==> src/rtl/pipe_nbit_adder.sv <==
// rtl/pipe_nbit_adder.sv - Chunk-serial WIDTH-bit adder with valid/ready handshakes
//
// Adds a + b + cin over NCHUNK = WIDTH/CHUNK cycles, CHUNK bits per cycle,
// and reports sum, carry-out and signed overflow.
// Optional macro PIPE_NBIT_ADDER_SUB_EN adds a 'sub' input that selects a - b.
//
// Ports:
//   clk        - clock, all state updates on the rising edge
//   rst_n      - asynchronous active-low reset
//   in_valid   - operands present
//   in_ready   - block can accept operands (IDLE)
//   a, b       - WIDTH-bit operands
//   cin        - carry-in (ignored when sub=1)
//   sub        - (PIPE_NBIT_ADDER_SUB_EN only) 1 selects a - b
//   out_valid  - result present (DONE)
//   out_ready  - consumer accepts the result
//   sum        - WIDTH-bit result
//   cout       - carry out of the MSB (1 = no borrow when subtracting)
//   ovf        - two's-complement signed overflow
module pipe_nbit_adder #(
    parameter int WIDTH = 16,
    parameter int CHUNK = 4
) (
    input  logic             clk,
    input  logic             rst_n,
    input  logic             in_valid,
    output logic             in_ready,
    input  logic [WIDTH-1:0] a,
    input  logic [WIDTH-1:0] b,
    input  logic             cin,
`ifdef PIPE_NBIT_ADDER_SUB_EN
    input  logic             sub,
`endif
    output logic             out_valid,
    input  logic             out_ready,
    output logic [WIDTH-1:0] sum,
    output logic             cout,
    output logic             ovf
);

    localparam int NCHUNK = (CHUNK > 0) ? (WIDTH / CHUNK) : 1;
    localparam int IDXW   = (NCHUNK > 1) ? $clog2(NCHUNK) : 1;

    generate
        if (CHUNK < 1 || CHUNK > WIDTH || (WIDTH % CHUNK) != 0) begin : g_bad_cfg
            $error("pipe_nbit_adder: CHUNK must divide WIDTH and lie in 1..WIDTH");
        end
    endgenerate

    typedef enum logic [1:0] {
        IDLE = 2'd0,
        BUSY = 2'd1,
        DONE = 2'd2
    } state_t;

    state_t state;
    state_t state_next;

    logic [WIDTH-1:0] a_r;
    logic [WIDTH-1:0] b_r;
    logic [WIDTH-1:0] sum_r;
    logic             carry;
    logic             cout_r;
    logic             ovf_r;
    logic [IDXW-1:0]  idx;

    logic             last_chunk;
    logic [WIDTH-1:0] a_sh;
    logic [WIDTH-1:0] b_sh;
    logic [CHUNK-1:0] a_chunk;
    logic [CHUNK-1:0] b_chunk;
    logic [CHUNK-1:0] chunk_sum;
    logic             chunk_cout;
    logic             msb_cin;

    // Operand conditioning at capture: subtraction stores ~b and seeds carry=1
    logic [WIDTH-1:0] b_cap;
    logic             carry_cap;

`ifdef PIPE_NBIT_ADDER_SUB_EN
    assign b_cap     = sub ? ~b : b;
    assign carry_cap = sub ? 1'b1 : cin;
`else
    assign b_cap     = b;
    assign carry_cap = cin;
`endif

    assign last_chunk = (idx == IDXW'(NCHUNK - 1));

    // Select the current chunk by shifting it down to bit 0
    assign a_sh    = a_r >> (int'(idx) * CHUNK);
    assign b_sh    = b_r >> (int'(idx) * CHUNK);
    assign a_chunk = a_sh[CHUNK-1:0];
    assign b_chunk = b_sh[CHUNK-1:0];

    assign {chunk_cout, chunk_sum} = {1'b0, a_chunk} + {1'b0, b_chunk}
                                   + {{CHUNK{1'b0}}, carry};

    // Carry into the top bit of this chunk, recovered from its sum bit
    assign msb_cin = a_chunk[CHUNK-1] ^ b_chunk[CHUNK-1] ^ chunk_sum[CHUNK-1];

    always_ff @(posedge clk or negedge rst_n) begin
        if (!rst_n) begin
            state <= IDLE;
        end else begin
            state <= state_next;
        end
    end

    always_comb begin
        state_next = state;
        in_ready   = 1'b0;
        out_valid  = 1'b0;
        case (state)
            IDLE: begin
                in_ready = 1'b1;
                if (in_valid) begin
                    state_next = BUSY;
                end
            end
            BUSY: begin
                if (last_chunk) begin
                    state_next = DONE;
                end
            end
            DONE: begin
                out_valid = 1'b1;
                if (out_ready) begin
                    state_next = IDLE;
                end
            end
            default: begin
                state_next = IDLE;
            end
        endcase
    end

    always_ff @(posedge clk or negedge rst_n) begin
        if (!rst_n) begin
            a_r    <= '0;
            b_r    <= '0;
            sum_r  <= '0;
            carry  <= 1'b0;
            cout_r <= 1'b0;
            ovf_r  <= 1'b0;
            idx    <= '0;
        end else begin
            case (state)
                IDLE: begin
                    if (in_valid) begin
                        a_r    <= a;
                        b_r    <= b_cap;
                        carry  <= carry_cap;
                        sum_r  <= '0;
                        cout_r <= 1'b0;
                        ovf_r  <= 1'b0;
                        idx    <= '0;
                    end
                end
                BUSY: begin
                    sum_r[int'(idx)*CHUNK +: CHUNK] <= chunk_sum;
                    carry <= chunk_cout;
                    if (last_chunk) begin
                        idx    <= '0;
                        cout_r <= chunk_cout;
                        ovf_r  <= msb_cin ^ chunk_cout;
                    end else begin
                        idx <= idx + 1'b1;
                    end
                end
                default: begin
                end
            endcase
        end
    end

    assign sum  = sum_r;
    assign cout = cout_r;
    assign ovf  = ovf_r;

endmodule

==> config.mk <==
export PLATFORM = sky130hd
export DESIGN_NAME = pipe_nbit_adder
export DESIGN_NICKNAME = d
export VERILOG_FILES = /design/src/rtl/pipe_nbit_adder.sv
export SDC_FILE = /design/constraint.sdc
export NUM_CORES = 1
export LEC_CHECK = 0
export ABC_AREA = 0
export BUFFER_PORTS_ARGS = -buffer_cell sky130_fd_sc_hd__buf_2
export CORE_MARGIN = 2
export CORE_UTILIZATION = 30
export CTS_CLUSTER_DIAMETER = 80
export DETAILED_ROUTE_END_ITERATION = 6
export PLACE_DENSITY = 0.46
export SETUP_SLACK_MARGIN = 0.1
export SYNTH_ARGS = -nofsm -noshare
export SYNTH_HDL_FRONTEND = slang
export SYNTH_SLANG_ARGS = --single-unit
==> constraint.sdc <==
create_clock -name clk -period 3.25 [get_ports clk]
set_input_delay 0 -clock clk [delete_from_list [all_inputs] [get_ports clk]]
set_output_delay 0 -clock clk [all_outputs]
set_load 0.01 [all_outputs]
==> results by group <==
Outcome
  • Outcome: complete, no violations

Die
  • Die area: 9615 um2
  • Io pins: 57
  • Rows: 34
  • Die Ht: 98.06 um
  • Core area: 8636 um2
  • Starting Density: 0.3073
  • Die width: 98.06 um

Pwr
  • Overall Power: 3.377 mW
  • LEAKAGE: 1.791 nW
  • PD cells: 978.7 nW/um2
  • Max VDD drop: 0.4029 mV

Clocking
  • CTS Buffer Depth: 2
  • Clk_lat worst skew: 0.31 ns
  • # resized after CTS: 0
  • Root Driver: clkbuf_8
  • Htree depth: 2
  • CTS Sinks: 55
  • CTS buffer count: 5
  • CTS tree: yes
  • Clock input transition at the sequential cells of the worst setup and hold paths: 0.10 ns

Synthesis
  • Count leader, synth: nand2_1
  • Synth Flop Type: dfrtp_1
  • EDFF count, synth: 0
  • Syn Area/Cell: 10.83 um2
  • Post-Synthesis Cells: 245
  • Post-Syn Area: 2654 um2
  • Top cells by area, synth: dfrtp_1 52%, nand2_1 15%, mux4_2 5.9%
  • Yosys top cell area share: 0.5186
  • FFs w/ async S/R, synth: 1.000
  • Top post-synthesis cells by count: 105 x nand2_1, 55 x dfrtp_1, 16 x a22o_1
  • Synth Register Bits: 55
  • Distinct cell type count after synthesis: 29
  • Synth warn: 0
  • Seq/Total Area, Yosys: 0.5186
  • Yosys top cell by area: dfrtp_1
  • Syn_nets: 292

Setup path
  • CP Launch Type: flop
  • Arr. time, crit path: 2.79 ns
  • Critical path class: flop to flop
  • Worst Setup End Kind: flop
  • Critical path fanouts, max: 4
  • Critical path required time: 3.45 ns

Layout
  • Layout area overhead: 30.03%
  • Layout Nets: 384
  • Layout Cells excl Fill: 446
  • N_diodes: 0
  • Layout cells sized above 1: 0.2515
  • Final core occ: 0.3996
  • Final instance area: 3451 um2

Drt
  • Via density: 4.507
  • Final wirelength: 6.239 mm
  • Total number of vias: 2010
  • Initial DRC count: 62
  • # DRC: 0
  • Final ANT Viol Nets: 0
  • Pre-antenna DRT Iters: 4
  • DR WL/cell: 13.99 um

Placement
  • I/O Buffers: 56
  • DP Area: 3005 um2
  • Pre-CTS WS: 0.6471 ns
  • GPL Wtd Cong: 0.7229
  • Placed cells: 403
  • DP Wirelength: 4.354 mm

Global routing
  • Total track usage: 0.1391
  • Grt ovf: 0
  • Largest net degree at the start of global routing: 45
  • First-pass GRT wire length: 10.63 mm
  • Vias in the first global route: 2132
  • Initial antenna violation count: 0

STA
  • Clock Skews: 0.005173 ns
  • Final worst setup slack: 0.6609 ns
  • Fin. Hold Viols: 0
  • Ratio of final minimum period to clock period: 0.7967
  • FMAX: 386.2 MHz
  • RSZ-0062 raised after global routing: false
  • Setup TNS: 0 ns
  • Final setup violating endpoints: 0
  • Fin Hold WS: 0.2063 ns
  • Slew @ Worst Pin: 0.9998 ns
  • Slew HR: 0.3335
  • Min cycle time layout: 2.589 ns
  • Count of final max-slew check failures: 0

Flow run
  • MaxCap Viol Count: 0

Hold path
  • HP Class: input port to flop
critical path, cell delays in order, from the launching register on:
cell and delay, ns:
dfrtp_1 0.45, mux4_2 0.54, fa_1 0.44, fa_1 0.41, a21o_1 0.19, a21oi_1 0.20, nand2b_1 0.15, o21ai_0 0.09
area by class of cell:
cell class              count  area [um2]
fillers                   884        5185
flip-flops and latches     55        1376
multi-input cells         175        1157
repair buffers             97       675.6
well taps                 108       135.1
clock buffers               7       86.33
inverters                   3       11.26
clock inverters             1       8.758
what timing repair did:
action,in CTS,in global routing
endpoints found under the hold margin,77,0
setup buffers,0,0
hold buffers,35,0
per-layer routing:
| layer | GRT usage | share of wire | vias up |
|---|---|---|---|
| met4 | 0.02564 | 0.0077 | 0 |
| met1 | 0.1828 | 0.46 | 960 |
| met2 | 0.2366 | 0.49 | 45 |
| met3 | 0.03364 | 0.039 | 5 |
| li1 | - | - | 1000 |
| met5 | 0 | 0 | - |
registers in the layout, summed over array words and instances (netlist names):
name and cells:
a_r 16, b_r 16, sum 16, idx 2, state 2, carry 1
cout 1, ovf 1
path summary, 6_finish.rpt:
check / startpoint / depth (start not counted) / end / slack, ns
max in group asynchronous: rst_n / 3 / sum[6] / 2.14
worst max-delay path: idx[0] / 7 / cout / 0.66
worst min register to register: a_r[7] / 2 / a_r[7] / 0.48
min in group asynchronous: rst_n / 2 / sum[15] / 0.39
worst max register to register: idx[0] / 7 / cout / 0.66
worst min-delay path: in_valid / 5 / b_r[0] / 0.21
cell families after synthesis:
| kind of cell | after synthesis | synth area share |
|---|---|---|
| xor gates and xnor gates | 3 | 0.009903 |
| AOI/OAI and AO/OA | 30 | 0.08816 |
| muxes | 8 | 0.06931 |
| adders and majority gates | 10 | 0.05281 |
| buffers and inverters | 15 | 0.04526 |
| DFF | 55 | 0.5186 |
| and+or+nand+nor | 124 | 0.2159 |
cell usage in the layout, fill, tap and decap left out, types with 2 or more instances in the layout:
master           n
o21ai_0          4
clkbuf_8         6
dfrtp_1         55
nand3_1          5
dlygate4sd3_1   35
buf_4            6
nand2_1        105
ha_1             8
a22o_1          16
nand2b_4         2
buf_2           56
nor2_1           2
nor4b_4          2
mux4_2           7
inv_1            3
o31ai_1          2
nand2b_1         2
a21o_1           6
fa_1             2
xnor2_1          2
power by group:
group | internal (mW) | leakage [nW] | switching, mW
sequential | 0.974 | 0.707 | 0.196
clock | 0.175 | 0.0484 | 0.230
combinational | 0.777 | 1.04 | 1.03
total | 1.93 | 1.79 | 1.45
Power figures use the tool's default switching activity.
